<file path="src/rtl/reg_file_if.sv">
// Register-file access bus: two read ports and one write port.
// The slave modport belongs to the register file, the master to its driver.
interface reg_file_if #(
  parameter int DATA_WIDTH = 32,
  parameter int ADDR_WIDTH = 5
);
  logic                  regwrite;
  logic [ADDR_WIDTH-1:0] rr1;
  logic [ADDR_WIDTH-1:0] rr2;
  logic [ADDR_WIDTH-1:0] wr;
  logic [DATA_WIDTH-1:0] write_data;
  logic [DATA_WIDTH-1:0] rdata1;
  logic [DATA_WIDTH-1:0] rdata2;

  modport master (
    output regwrite, rr1, rr2, wr, write_data,
    input  rdata1, rdata2
  );

  modport slave (
    input  regwrite, rr1, rr2, wr, write_data,
    output rdata1, rdata2
  );
endinterface

</file>
<file path="src/rtl/reg_file.sv">
// 2**ADDR_WIDTH x DATA_WIDTH register file, r0 hardwired to zero, async reads, sync write.
// Optional macro REGFILE_WRITE_BYPASS_EN adds a same-cycle write-through bypass on both read ports.
module reg_file #(
  parameter int DATA_WIDTH = 32,
  parameter int ADDR_WIDTH = 5
) (
  input  logic      clock,
  input  logic      reset,
  reg_file_if.slave bus
);
  localparam int NUM_REGS = 2 ** ADDR_WIDTH;

  logic [DATA_WIDTH-1:0] r_regs [NUM_REGS];
  logic [DATA_WIDTH-1:0] w_rdata1;
  logic [DATA_WIDTH-1:0] w_rdata2;
  logic                  w_write_en;

  // Index 0 is never a write target, so entry 0 only ever holds its reset value.
  assign w_write_en = bus.regwrite && (bus.wr != '0);

  // NOTE: the array is built from flops, not RAM, because reset must clear every entry in one edge.
  always_ff @(posedge clock) begin
    if (reset) begin
      for (int i = 0; i < NUM_REGS; i++) begin
        r_regs[i] <= '0;
      end
    end else if (w_write_en) begin
      r_regs[bus.wr] <= bus.write_data;
    end
  end

  // NOTE: outputs get a default first so no path through this block can infer a latch.
  always_comb begin
    w_rdata1 = (bus.rr1 == '0) ? '0 : r_regs[bus.rr1];
    w_rdata2 = (bus.rr2 == '0) ? '0 : r_regs[bus.rr2];
`ifdef REGFILE_WRITE_BYPASS_EN
    if (!reset && w_write_en && (bus.rr1 == bus.wr)) begin
      w_rdata1 = bus.write_data;
    end
    if (!reset && w_write_en && (bus.rr2 == bus.wr)) begin
      w_rdata2 = bus.write_data;
    end
`endif
  end

  assign bus.rdata1 = w_rdata1;
  assign bus.rdata2 = w_rdata2;
endmodule

</file>
<file path="src/flat_wrapper.sv">
// flat-port wrapper written by rule: the top's interface ports become plain ports
module reg_file_flat 
#(
  parameter int DATA_WIDTH = 32,
  parameter int ADDR_WIDTH = 5
)
  (clock, reset, bus_regwrite, bus_rr1, bus_rr2, bus_wr, bus_write_data, bus_rdata1, bus_rdata2);
  reg_file_if #(.DATA_WIDTH(DATA_WIDTH), .ADDR_WIDTH(ADDR_WIDTH)) bus_i ();
  input  logic clock;
  input  logic reset;
  input wire logic [$bits(bus_i.regwrite)-1:0] bus_regwrite;
  input wire logic [$bits(bus_i.rr1)-1:0] bus_rr1;
  input wire logic [$bits(bus_i.rr2)-1:0] bus_rr2;
  input wire logic [$bits(bus_i.wr)-1:0] bus_wr;
  input wire logic [$bits(bus_i.write_data)-1:0] bus_write_data;
  output wire logic [$bits(bus_i.rdata1)-1:0] bus_rdata1;
  output wire logic [$bits(bus_i.rdata2)-1:0] bus_rdata2;
  assign bus_i.regwrite = bus_regwrite;
  assign bus_i.rr1 = bus_rr1;
  assign bus_i.rr2 = bus_rr2;
  assign bus_i.wr = bus_wr;
  assign bus_i.write_data = bus_write_data;
  assign bus_rdata1 = bus_i.rdata1;
  assign bus_rdata2 = bus_i.rdata2;
  reg_file #(.DATA_WIDTH(DATA_WIDTH), .ADDR_WIDTH(ADDR_WIDTH)) u_core (.clock(clock), .reset(reset), .bus(bus_i));
endmodule
</file>
<file path="config.mk">
export PLATFORM = sky130hd
export DESIGN_NAME = reg_file_flat
export DESIGN_NICKNAME = d
export VERILOG_FILES = /design/src/rtl/reg_file_if.sv /design/src/rtl/reg_file.sv /design/src/flat_wrapper.sv
export SDC_FILE = /design/constraint.sdc
export NUM_CORES = 2
export LEC_CHECK = 0
export CORE_AREA = 2 2 432 434
export DETAILED_ROUTE_END_ITERATION = 8
export DIE_AREA = 0 0 434 436
export GPL_TIMING_DRIVEN = 1
export HOLD_SLACK_MARGIN = 0.03
export SYNTH_ARGS = -nofsm -noshare
export SYNTH_HDL_FRONTEND = slang
export SYNTH_SLANG_ARGS = --single-unit
</file>
<file path="constraint.sdc">
create_clock -name clock -period 2.38 [get_ports clock]
set_input_delay 0.476 -clock clock [delete_from_list [all_inputs] [get_ports clock]]
set_output_delay 0.476 -clock clock [all_outputs]
set_load 0.05 [all_outputs]
</file>
Word-level counts from Yosys, hierarchy flattened
Memories as Yosys holds them, arrays and structs flattened.
Cells that the tools add are included.
W data, S select, Z words.

storage, ports and cells
  flip-flop bits (word level) = 0
  memory bits (writable) = 1,024
  input port bits = 50
  output and inout port bits = 64
  word-level logic and storage cells = 16
  memories kept = 1

operators by class
  muxes and demuxes = 10
  reductions and logical operators = 5

memories
  name           depth  bits a word  rd ports  clocked after Yosys merged registers in  wr ports  RTL line        RTL
  u_core.r_regs  32     32           2         0                                        32        reg_file.sv:13  logic [DATA_WIDTH-1:0] r_regs [NUM_REGS];

operators with widths
  operator             count
  $mux W32             3
  $reduce_or A32 Y1    1
  $logic_not A5 Y1     2
  $mux W1              6
  $mux W5              1
  $reduce_bool A5 Y1   1
  $logic_and A1 B1 Y1  1

Depth between registers and ports, before layout
  depth after elaboration = 7
  mapped depth = 8
  mapped depth without buffers = 4

Least setup slack after synthesis
OpenSTA, ideal clock, no wires.

  path type = input port to output port
  start = input bus_rr2[0]
  end = output bus_rdata2[18]
  arrival = 2.828 ns
  data required time = 1.904 ns
  slack = -0.924 ns
  cell stages on the path = 7
  buffers on the path = 4
  cell sequence = buf_2 > inv_1 > buf_2 > buf_2 > clkbuf_1 > o2111ai_1 > a311oi_1

on the way
  longest elaborated chain between the ends = 2
  elaborated cells between the ends (all ways) = 3
  those cells by class = mux: 1; reduce/logical: 1; memory: 1

ends and longest elaborated chain
  what                                                        RTL line            RTL
  start: declaration                                          flat_wrapper.sv:13  input wire logic [$bits(bus_i.rr2)-1:0] bus_rr2;
  $mem_v2 Z32 W32 / $logic_not A5 Y1 (equally long branches)  -
  $mux W32 *                                                  reg_file.sv:35      w_rdata2 = (bus.rr2 == '0) ? '0 : r_regs[bus.rr2];
  end: declaration                                            flat_wrapper.sv:17  output wire logic [$bits(bus_i.rdata2)-1:0] bus_rdata2;

Mark *: on every way between the ends. The rest lies on a longest branch, timed or not.

==> qor.yml <==
cells_and_area:
  regArea_um2: 30700
  drive_gt1_share_pct: 37.2
  syn2layout_area_growth_pct: 29.5
  finalNonFillerCells: 6852
  reg_top3: "u_core.r_regs (1024)"
  fin_util_pct: 38.6
  largest_reg_flops: 1024
  layout.nets: 4323
  regMostFlops: "u_core.r_regs"
  multi_input_area_um2: 25100
  n_fill_cell: 17100
floorplanning:
  rows: 158
  core-area_um2: 185000
  die_w_um: 434
  die_area_um2: 189000
  start_util_pct: 29.8
  fp.dieH_um: 436
  boundaryPins: 114
status:
  violations: "negative setup slack"
  status: "finished with violations"
timing:
  slew_viol_final: 0
  tightest_slew_ns: 1.06
  max_freq_ghz: 0.314
  hold_slack_ns: 0.327
  finalWorstSetupSlack_ns: -0.808
  post-route-period-util_pct: 134
  setup_viol: 64
  relSlewSlack_pct: 29.1
  period_needed_ns: 3.19
  hold_viol_final: 0
  rsz0062_at_grt: "true"
setup_path:
  crit_buf_inv: 2
  setup.worst_path.class: "reg2out"
  worstSetupEndpointType: "output port"
  cp.arrival_ns: 2.71
  worst_path_dominant_cell_family: "multiplexers"
  cp.depth: 6
  worstSetupStartpointType: "flip-flop"
  worst_ep_required_time_ns: 1.90
  path_cells: "mux4_2, mux2_4, a221oi_4, buf_4, a211oi_4, buf_12"
  path_max_fanout: 2
  critPathMaxStageDelay_ns: 0.47
  slowest_stage: "mux4_2"
synthesis:
  syn-mean-instance-area_um2: 14.5
  synth-simple-area-share_pct: 13.6
  yosys_warnings: 0
  synth-async-reset-ratio_pct: 0
  synth_top_area_cell: "edfxtp_1"
  synth.most_common_cell: "edfxtp_1"
  synth_xor_area_share_pct: 0
  synth.distinct_cells: 41
  synth_top_area_share_pct: 55.9
  synth_fa_ha_area_share_pct: 0
  synth_area_leaders: "edfxtp_1, mux4_2, and2_1, mux2i_1, mux4_1"
  synth_ff_type: "edfxtp_1"
  synth-compound-area-share_pct: 5.19
  synthMuxAreaShare_pct: 21.9
  yosysSeqAreaShare_pct: 55.9
  synth_common_cells: "edfxtp_1, and2_1, mux2i_1"
  synth_top_family_by_area: "multiplexers"
  synth_edf_count: 1024
  ys_ff_latch: 1024
  synthesis.instances: 3793
  syn_area_um2: 55000
power:
  p_leak_uw: 0.0254
  netSwitchingFraction_pct: 27.2
  clkPwrFrac_pct: 37.0
  combPwrFrac_pct: 17.6
  power.internal_uw: 34300
  p_seq_share_pct: 45.4
  power_density_nw_per_um2: 661
  switching_power_uw: 12800
  irDropWorstVdd_mv: 0.615
detailed_routing:
  drcViolationCount: 0
  vias_per_cell: 5.58
  dr_total_vias: 38200
  wl_per_cell_um: 31.5
  postRouteAntennaNets: 0
  wl_um: 216000
  first_pass_iters: 5
  drt-initial-drc-count: 5207
global_route:
  grt_overflow: 0
  grtUsageMet3_pct: 5.76
  grt_antenna_before_repair: 17
  met1_usage_pct: 28.8
  busiest_layer: "met2"
  grt_first_pass_wirelength_um: 299000
  track_usage_pct: 22.5
  grt_pass1_vias: 38400
  grt_max_degree: 64
  gr-usage-met2_pct: 35.9
clocking:
  cts_buffer_depth: 3
  cts_tree: "yes"
  cts-htree-levels: 3
  path_clk_slew_ns: 0.06
  holdBufCountCts: 0
  cts_made_buffers: 111
  clkSinkCount: 1024
  clock-root-buffer: "clkbuf_16"
worst_hold_path:
  whs_path_depth: 2
  hp-start: "reset"
  hold-path-endpoint: "u_core.r_regs[0][26]"
  hold_class: "in2reg"
placed_design:
  gp_congestion: 0.879
  dpl_worst_slack_ns: -0.960
  dp.cells: 6602
  port_buffers: 113
  dp_hpwl_um: 142000
run:
  drv_cap: 0
## power groups by stage
stage,clock network [µW],registers [µW],logic [µW]
CTS,17600,21400,8170
finish,17500,21400,8290
global route,18300,21500,8530
floorplan,0,21500,4350
detailed placement,0,21700,7840
global placement,0,21700,7820
## layout make-up
type,instances,share of cell area [%]
inverters,2,0.0140
diodes,5,0.0175
clock inverters,79,1.07
multi-input cells,2386,35.2
flip-flops and latches,1024,43.1
repair buffers,748,12.2
clock buffers,128,3.98
well taps,2480,4.35
## layer usage
metal	vias up	routed length [µm]
met3	495	22500
met2	2365	101000
met4	0	10700
met1	19900	81700
met5	-	0
li1	15500	-
## timing repair
item | 4_1_cts | 5_1_grt
gates cloned | 1 | 0
buffers inserted | 20 | 36
gates resized for setup | 230 | 33
endpoints found under the setup margin | 64 | 64
pin swaps | 57 | 45
## logic make-up after synthesis
family | Yosys count
AND/OR/NAND/NOR | 1251
flip-flops | 1024
multiplexers | 736
buffers and inverters | 414
AO/OA/AOI/OAI | 367
other | 1
## how the worst max path moves through the flow
| stage | slack [ns] | to | from |
|---|---|---|---|
| floorplan | -0.12 | bus_rdata1[14] | bus_rr1[2] |
| global placement | -0.93 | bus_rdata1[8] | bus_rr1[0] |
| detailed placement | -0.96 | bus_rdata1[8] | bus_rr1[0] |
| CTS | -0.87 | bus_rdata1[8] | u_core.r_regs[28][8] |
| global route | -0.94 | bus_rdata1[6] | u_core.r_regs[31][6] |
| finish | -0.81 | bus_rdata1[6] | u_core.r_regs[26][6] |
## cells in the final DEF, fill, tap and decap left out, types with 16 or more instances in the layout
cell / instances
clkbuf_16: 111
conb_1: 32
or2_2: 32
edfxtp_1: 1024
a211oi_2: 28
a22oi_1: 49
buf_6: 41
a221oi_4: 21
clkdlybuf4s50_1: 38
a311oi_4: 32
a221oi_2: 24
nor2_4: 36
clkinv_1: 30
o21ai_4: 17
and2_1: 993
a21oi_2: 24
buf_12: 216
clkinv_2: 22
o221ai_1: 41
mux2i_1: 319
o221ai_2: 23
nor2b_1: 22
nand2_1: 100
clkbuf_1: 17
a211oi_4: 32
mux2_4: 53
mux4_2: 349
buf_4: 439
nand4_1: 32
o21ai_1: 16
## metrics by stage
stage	setup TNS, ns	power (µW)	instance area [µm²]
floorplan	-5.24	25800	57300
global placement	-85.98	29500	66500
detailed placement	-106.38	29600	66500
CTS	-40.63	47200	70900
global route	-42.01	48300	71300
finish	-38.17	47200	71300
Power figures use the tool's default switching activity.
